**src/rtl/c2c_cmd_responder_if.sv**
```systemverilog
// Host command bus of the c2c target endpoint.
// The host (master) issues commands and data and polls busy/wd.
// The responder (slave) returns translation results.
interface c2c_cmd_responder_if;
  logic [1:0] cmd;        // 00 NOP, 01 write cache, 10 load CAM, 11 translate
  logic [7:0] datain;     // write byte, or VPN in [3:0] for translate
  logic       datavalid;  // qualifies datain during write
  logic [3:0] PID;        // process ID for translate
  logic [7:0] dataout;    // PPN result, 0 on fault
  logic       busy;       // multi-cycle operation in progress
  logic       outvalid;   // one-cycle translate-result strobe
  logic       pagefault;  // one-cycle miss strobe alongside outvalid
  logic       wd;         // write ready / write done

  modport master (
    output cmd, datain, datavalid, PID,
    input  dataout, busy, outvalid, pagefault, wd
  );

  modport slave (
    input  cmd, datain, datavalid, PID,
    output dataout, busy, outvalid, pagefault, wd
  );
endinterface

```
**src/rtl/c2c_cmd_responder.sv**
```systemverilog
// Target-side endpoint of the c2c command protocol.
// Buffers a translation table into a byte cache, loads it into a CAM of
// DEPTH slots, and answers {PID,VPN} lookups with a PPN or a page fault.
// Cache layout: byte 0 = entry count N, entry i = key at 1+2i, PPN at 2+2i.
module c2c_cmd_responder #(
  parameter int DEPTH = 10
) (
  input logic                 clk,
  input logic                 rst,
  c2c_cmd_responder_if.slave  bus
);

  localparam int CBYTES = 2 * DEPTH + 1;
  localparam int CW     = $clog2(CBYTES);
  localparam int SW     = (DEPTH > 1) ? $clog2(DEPTH) : 1;

  localparam logic [CW-1:0] LAST_BYTE = CW'(2 * DEPTH);
  localparam logic [SW-1:0] LAST_SLOT = SW'(DEPTH - 1);

  typedef enum logic [2:0] {
    S_IDLE,
    S_WRITE,
    S_LOAD,
    S_SEARCH,
    S_RESP
  } state_t;

  // Control and output registers
  state_t           r_state;
  logic [CW-1:0]    r_wcnt;
  logic [SW-1:0]    r_slot;
  logic [7:0]       r_key;
  logic             r_hit;
  logic [7:0]       r_ppn;
  logic [DEPTH-1:0] r_cam_valid;
  logic             r_busy;
  logic             r_wd;
  logic             r_outvalid;
  logic             r_pagefault;
  logic [7:0]       r_dataout;

  // Storage arrays
  logic [7:0] r_cache   [0:CBYTES-1];
  logic [7:0] r_cam_key [0:DEPTH-1];
  logic [7:0] r_cam_ppn [0:DEPTH-1];

  // Load-path addressing and search results
  logic [CW-1:0] w_key_addr;
  logic [CW-1:0] w_ppn_addr;
  logic [7:0]    w_entry_cnt;
  logic          w_slot_valid;
  logic          w_hit;
  logic [7:0]    w_hit_ppn;

  assign w_key_addr   = CW'({r_slot, 1'b0}) + CW'(1);
  assign w_ppn_addr   = w_key_addr + CW'(1);
  // Entry counts above DEPTH clamp to a full CAM.
  assign w_entry_cnt  = (r_cache[0] > 8'(DEPTH)) ? 8'(DEPTH) : r_cache[0];
  assign w_slot_valid = (8'(r_slot) < w_entry_cnt);

  // Parallel compare of the latched key against every valid slot; lowest index wins.
  always_comb begin
    // NOTE: every output of a combinational block gets a default first,
    // otherwise paths that do not assign it infer a latch.
    w_hit     = 1'b0;
    w_hit_ppn = 8'h00;
    for (int i = DEPTH - 1; i >= 0; i--) begin
      if (r_cam_valid[i] && (r_cam_key[i] == r_key)) begin
        w_hit     = 1'b1;
        w_hit_ppn = r_cam_ppn[i];
      end
    end
  end

  // Cache fill: one byte per accepted datavalid cycle while writing.
  // NOTE: storage arrays have no reset; their contents are only consumed
  // after being written, and leaving them unreset lets them map to RAM.
  always_ff @(posedge clk) begin
    if ((r_state == S_WRITE) && bus.datavalid) begin
      r_cache[r_wcnt] <= bus.datain;
    end
  end

  // CAM key/PPN transfer from the cache, one slot per LOAD cycle.
  always_ff @(posedge clk) begin
    if (r_state == S_LOAD) begin
      r_cam_key[r_slot] <= r_cache[w_key_addr];
      r_cam_ppn[r_slot] <= r_cache[w_ppn_addr];
    end
  end

  // Command FSM with registered status and result outputs.
  always_ff @(posedge clk or posedge rst) begin
    if (rst) begin
      r_state     <= S_IDLE;
      r_wcnt      <= '0;
      r_slot      <= '0;
      r_key       <= 8'h00;
      r_hit       <= 1'b0;
      r_ppn       <= 8'h00;
      r_cam_valid <= '0;
      r_busy      <= 1'b0;
      r_wd        <= 1'b0;
      r_outvalid  <= 1'b0;
      r_pagefault <= 1'b0;
      r_dataout   <= 8'h00;
    end else begin
      // NOTE: state registers use non-blocking assignments so every
      // register samples pre-edge values regardless of statement order.
      r_outvalid  <= 1'b0;
      r_pagefault <= 1'b0;
      case (r_state)
        S_IDLE: begin
          case (bus.cmd)
            2'b01: begin
              r_wcnt  <= '0;
              r_wd    <= 1'b1;
              r_busy  <= 1'b1;
              r_state <= S_WRITE;
            end
            2'b10: begin
              // A load is only meaningful once a write has been issued.
              if (r_wd) begin
                r_slot  <= '0;
                r_busy  <= 1'b1;
                r_state <= S_LOAD;
              end
            end
            2'b11: begin
              r_key   <= {bus.PID, bus.datain[3:0]};
              r_busy  <= 1'b1;
              r_state <= S_SEARCH;
            end
            default: ;
          endcase
        end
        S_WRITE: begin
          // Stalls (datavalid=0) simply wait; there is no timeout.
          if (bus.datavalid) begin
            if (r_wcnt == LAST_BYTE) begin
              r_busy  <= 1'b0;
              r_wd    <= 1'b1;
              r_state <= S_IDLE;
            end else begin
              r_wcnt <= r_wcnt + CW'(1);
            end
          end
        end
        S_LOAD: begin
          r_cam_valid[r_slot] <= w_slot_valid;
          if (r_slot == LAST_SLOT) begin
            r_busy  <= 1'b0;
            r_state <= S_IDLE;
          end else begin
            r_slot <= r_slot + SW'(1);
          end
        end
        S_SEARCH: begin
          r_hit   <= w_hit;
          r_ppn   <= w_hit_ppn;
          r_state <= S_RESP;
        end
        S_RESP: begin
          r_busy      <= 1'b0;
          r_outvalid  <= 1'b1;
          r_dataout   <= r_hit ? r_ppn : 8'h00;
          r_pagefault <= ~r_hit;
          r_state     <= S_IDLE;
        end
        default: begin
          r_busy  <= 1'b0;
          r_state <= S_IDLE;
        end
      endcase
    end
  end

  assign bus.dataout   = r_dataout;
  assign bus.busy      = r_busy;
  assign bus.outvalid  = r_outvalid;
  assign bus.pagefault = r_pagefault;
  assign bus.wd        = r_wd;

endmodule
```
**src/flat_wrapper.sv**
```systemverilog
// flat-port wrapper written by rule: the top's interface ports become plain ports
module c2c_cmd_responder_flat 
#(
  parameter int DEPTH = 10
)
  (clk, rst, bus_cmd, bus_datain, bus_datavalid, bus_PID, bus_dataout, bus_busy, bus_outvalid, bus_pagefault, bus_wd);
  c2c_cmd_responder_if bus_i ();
  input logic clk;
  input logic rst;
  input wire logic [$bits(bus_i.cmd)-1:0] bus_cmd;
  input wire logic [$bits(bus_i.datain)-1:0] bus_datain;
  input wire logic [$bits(bus_i.datavalid)-1:0] bus_datavalid;
  input wire logic [$bits(bus_i.PID)-1:0] bus_PID;
  output wire logic [$bits(bus_i.dataout)-1:0] bus_dataout;
  output wire logic [$bits(bus_i.busy)-1:0] bus_busy;
  output wire logic [$bits(bus_i.outvalid)-1:0] bus_outvalid;
  output wire logic [$bits(bus_i.pagefault)-1:0] bus_pagefault;
  output wire logic [$bits(bus_i.wd)-1:0] bus_wd;
  assign bus_i.cmd = bus_cmd;
  assign bus_i.datain = bus_datain;
  assign bus_i.datavalid = bus_datavalid;
  assign bus_i.PID = bus_PID;
  assign bus_dataout = bus_i.dataout;
  assign bus_busy = bus_i.busy;
  assign bus_outvalid = bus_i.outvalid;
  assign bus_pagefault = bus_i.pagefault;
  assign bus_wd = bus_i.wd;
  c2c_cmd_responder #(.DEPTH(DEPTH)) u_core (.clk(clk), .rst(rst), .bus(bus_i));
endmodule
```
**config.mk**
```make
export PLATFORM = sky130hd
export DESIGN_NAME = c2c_cmd_responder_flat
export DESIGN_NICKNAME = d
export VERILOG_FILES = /design/src/rtl/c2c_cmd_responder_if.sv /design/src/rtl/c2c_cmd_responder.sv /design/src/flat_wrapper.sv
export SDC_FILE = /design/constraint.sdc
export NUM_CORES = 1
export LEC_CHECK = 0
export CAP_MARGIN = 20
export CORE_ASPECT_RATIO = 0.6
export CORE_MARGIN = 4
export CORE_UTILIZATION = 36
export CTS_BUF_LIST = sky130_fd_sc_hd__clkbuf_16
export DETAILED_ROUTE_END_ITERATION = 10
export GPL_TIMING_DRIVEN = 0
export PLACE_DENSITY = 0.5
export RECOVER_POWER = 50
export SLEW_MARGIN = 5
export SYNTH_ARGS = -nofsm -noshare
export SYNTH_HDL_FRONTEND = slang
export SYNTH_SLANG_ARGS = --single-unit
```
**constraint.sdc**
```tcl
create_clock -name clk -period 2.85 [get_ports clk]
set_input_delay 0.285 -clock clk [delete_from_list [all_inputs] [get_ports clk]]
set_output_delay 0.285 -clock clk [all_outputs]
set_load 0.05 [all_outputs]
```
==> summary.md <==
| Metric | Value |
|---|---|
| GRT Overall Usage | 15.9% |
| Delay-heaviest family, CP | simple AND/OR/NAND/NOR gates |
| RSZ-0062 raised after global routing | false |
| Switching portion of total power | 30.6% |
| Crit Path Class | register to register |
| Worst Path Buf+Inv | 2 |
| P_sw | 4800 uW |
| Largest net degree at the start of global routing | 28 |
| CTS Sinks | 379 |
| Buffers added on ports | 28 |
| Mapped cell area | 15,700 um2 |
| Async SR Flop Fraction | 13.5% |
| RR Endpoint | u_core.r_ppn[6] |
| WL final | 37,800 um |
| Slew Limit Fails | 0 |
| VDD IR-drop max | 618 uV |
| Worst slew pin tran | 1.24 ns |
| Die area | 47,200 um2 |
| Horiz. Die Dim | 278 um |
| CP Cell Sequence | buf_6 -> xnor2_1 -> nand3_1 -> nor3_2 -> buf_2 -> nor3b_1 -> a2111oi_2 -> a21oi_1 -> o21ai_1 |
| Initial antenna violation count | 1 |
| Post-synthesis sequential area ratio | 70.8% |
| Fmax | 0.367 GHz |
| Site Rows | 58 |
| Vias in the first global route | 8,314 |
| Worst-Skew Late Latency | 0.54 ns |
| CP endpoint kind | register |
| Vias post-DR | 8,590 |
| Critical path's largest stage delay | 0.49 ns |
| Status | completed |
| Slowest-stage cell, CP | nor3_2 |
| Num CTS Buffers | 37 |
| Gp weighted congestion | 0.816 |
| WL per Instance | 22.8 um |
| Min Hold Slack | 0.378 ns |
| Startpoint Class | register |
| Vias per cell | 5.17 |
| Gate power share | 26.8% |
| Crit Path Max Fanout | 10 |
| Syn Area/Cell | 15.9 um2 |
| Vert. Die Dim | 170 um |
| Yosys top cell area share | 62.7% |
| WP data arrival | 3.14 ns |
| Tcrit/Tclk final | 95.6% |
| H-tree levels | 2 |
| Internal power | 10,900 uW |
| Pwr dens | 863 nW/um2 |
| Post-layout util | 42.7% |
| Crit path depth | 9 |
| FF+latch count, synth | 379 |
| Netlist cell types | 69 |
| Layout cells sized above 1 | 16.5% |
| DP HPWL | 25,500 um |
| CP required | 3.27 ns |
| Post-synth net total | 1,016 |
| Setup TNS | 0 ns |
| Post-CTS Hold Fix Bufs | 0 |
| First-pass GRT wire length | 55,700 um |
| CTS root buffer | clkbuf_16 |
| Grt total ovfl | 0 |
| Number of flops mapped to enable cells by yosys | 328 |
| Worst r2r src | u_core.r_key[7] |
| Gate Count Post-Synth | 988 |
| Final ANT Viol Nets | 0 |
| Slew Limit Headroom | 17.3% |
| Initial DRC Count | 769 |
| R2R cell count | 9 |
| Max Cap Viol | 0 |
| Nets | 1,094 |
| Yosys warnings | 0 |
| Seq pwr share | 43.9% |
| Commonest non-fill, non-tap cells in the layout | edfxtp_1 (328), nand2_1 (71), xnor2_1 (69), nor2_1 (55), dfrtp_1 (51) |
| Ports | 29 |
| Remaining DRCs | 0 |
| Initial Util | 37.0% |
| Core area | 42,500 um2 |
| Synth-to-layout area growth | 15.6% |
| Synth area leaders | edfxtp_1 (63%), dfrtp_1 (8.1%), mux4_2 (4.6%) |
| Final hold viol count | 0 |
| Clock slew at reported path FFs | 0.06 ns |
| Crit path to | u_core.r_ppn[6] |
| Worst reg-to-reg setup slack | 0.13 ns |
| Pre-antenna DRT Iters | 5 |
| Min Tclk post-route | 2.72 ns |
| Synth area leader | edfxtp_1 |
| Max clock buf depth | 3 |
| Hold Crit Class | input port to register |
| Clock network fraction of total power | 29.2% |
| P_leak | 0.00595 uW |
| Clock skew | 0.0260 ns |
| CTS tree | yes |
| # setup viols final | 0 |
| Most used flip-flop cell after synthesis | edfxtp_1 |
| Most common cell after layout, fill and taps aside | edfxtp_1 |
| Critical path origin | u_core.r_key[7] |
==> layer usage <==
layer,vias up,track usage (%),wire (um)
met5,-,0,0
met4,0,2.88,472
met3,39,2.59,2420
met2,220,21.2,14800
met1,4404,27.1,20100
li1,3927,-,-
==> power by group through the flow <==
stage / clock (uW) / sequential (uW) / combinational [uW]
final: 4590 / 6890 / 4200
after detailed placement: 0 / 7010 / 3920
after global routing: 4930 / 6910 / 4550
after global placement: 0 / 7020 / 3800
after CTS: 4690 / 6880 / 4240
after floorplan: 0 / 6990 / 2510
==> state kept, by name, indices dropped and copies added (netlist names) <==
signal / count
u_core.r_key: 8
u_core.r_wcnt: 5
u_core.bus.pagefault: 1
u_core.r_slot: 4
u_core.bus.busy: 1
u_core.bus.wd: 1
u_core.r_hit: 1
u_core.bus.dataout: 8
u_core.r_ppn: 8
u_core.bus.outvalid: 1
u_core.r_state: 3
u_core.r_cam_valid: 10
u_core.r_cam_key: 80
u_core.r_cam_ppn: 80
u_core.r_cache: 168
==> stage by stage <==
step           instances  total power (uW)  cell area, um2  setup slack (ns)
3_3_place_gp        1586             10800           16700             -1.91
2_1_floorplan        988              9500           15700            0.0391
5_1_grt             1660             16400           18200            0.0164
4_1_cts             1658             15800           18100            0.0328
6_report            1661             15700           18200             0.126
3_5_place_dp        1595             10900           16800             -1.77
==> worst register-to-register path, stage by stage (launching register included) <==
cell and delay (ns):
dfrtp_1 0.40, buf_6 0.17, xnor2_1 0.21, nand3_1 0.13, nor3_2 0.49, buf_2 0.35, nor3b_1 0.32, a2111oi_2 0.12
a21oi_1 0.35, o21ai_1 0.09
==> area by class of cell <==
class | instances | area (um2)
fillers | 3891 | 24400
flip-flops and latches | 379 | 11100
multi-input cells | 552 | 4460
clock buffers | 37 | 926
well taps | 570 | 713
repair buffers | 40 | 427
plain buffers | 42 | 298
clock inverters | 26 | 160
inverters | 14 | 52.6
diodes | 1 | 2.50
==> cell families after synthesis <==
kind of cell | Yosys count | synth area share (%)
buf+inv | 57 | 1.94
xor+xnor | 82 | 4.95
simple gates | 254 | 8.43
mux | 75 | 7.47
compound gates | 130 | 5.53
fa+ha+maj | 11 | 0.876
flops | 379 | 70.8
==> worst min-delay path by stage <==
stage / cells past startpoint / startpoint / slack [ns] / end
after global placement: 2 / u_core.bus.dataout[5] / 0.47 / u_core.bus.dataout[5]
final: 2 / bus_PID[1] / 0.38 / u_core.r_key[5]
after floorplan: 0 / bus_datain[0] / 0.38 / u_core.r_cache[0][0]
after CTS: 2 / rst / 0.18 / u_core.r_key[6]
after detailed placement: 2 / u_core.bus.dataout[6] / 0.47 / u_core.bus.dataout[6]
after global routing: 2 / bus_PID[2] / 0.36 / u_core.r_key[6]
==> Yosys cell counts (4+ instances only) <==
cell type  count
a21oi_1       26
nand2b_1       5
inv_1         14
or3_1          5
mux2i_1       25
mux2_2        11
mux4_2        32
xor2_1         5
xnor2_1       69
xnor2_2        8
nor3_1        11
o211ai_1       5
ha_1          11
and3_1         7
and2_1        20
mux2_1         7
nand3_1       28
nor2_1        55
nand2_1       71
o21bai_1       4
buf_6         10
nand4_1       15
a311oi_1       4
buf_2         10
edfxtp_1     328
dfrtp_1       51
nand3b_1       8
a21o_1         6
clkbuf_1      21
a211oi_1      19
o21ai_1       10
o21ai_0       27
nor3_2         5
a31oi_1        7
==> timing repair <==
item                       4_1_cts  5_1_grt
hold endpoints to repair         0        0
pin swaps                        0        1
setup endpoints to repair      162       71
buffers inserted                 1        1
gates resized for setup         43       10
Power figures use the tool's default switching activity.
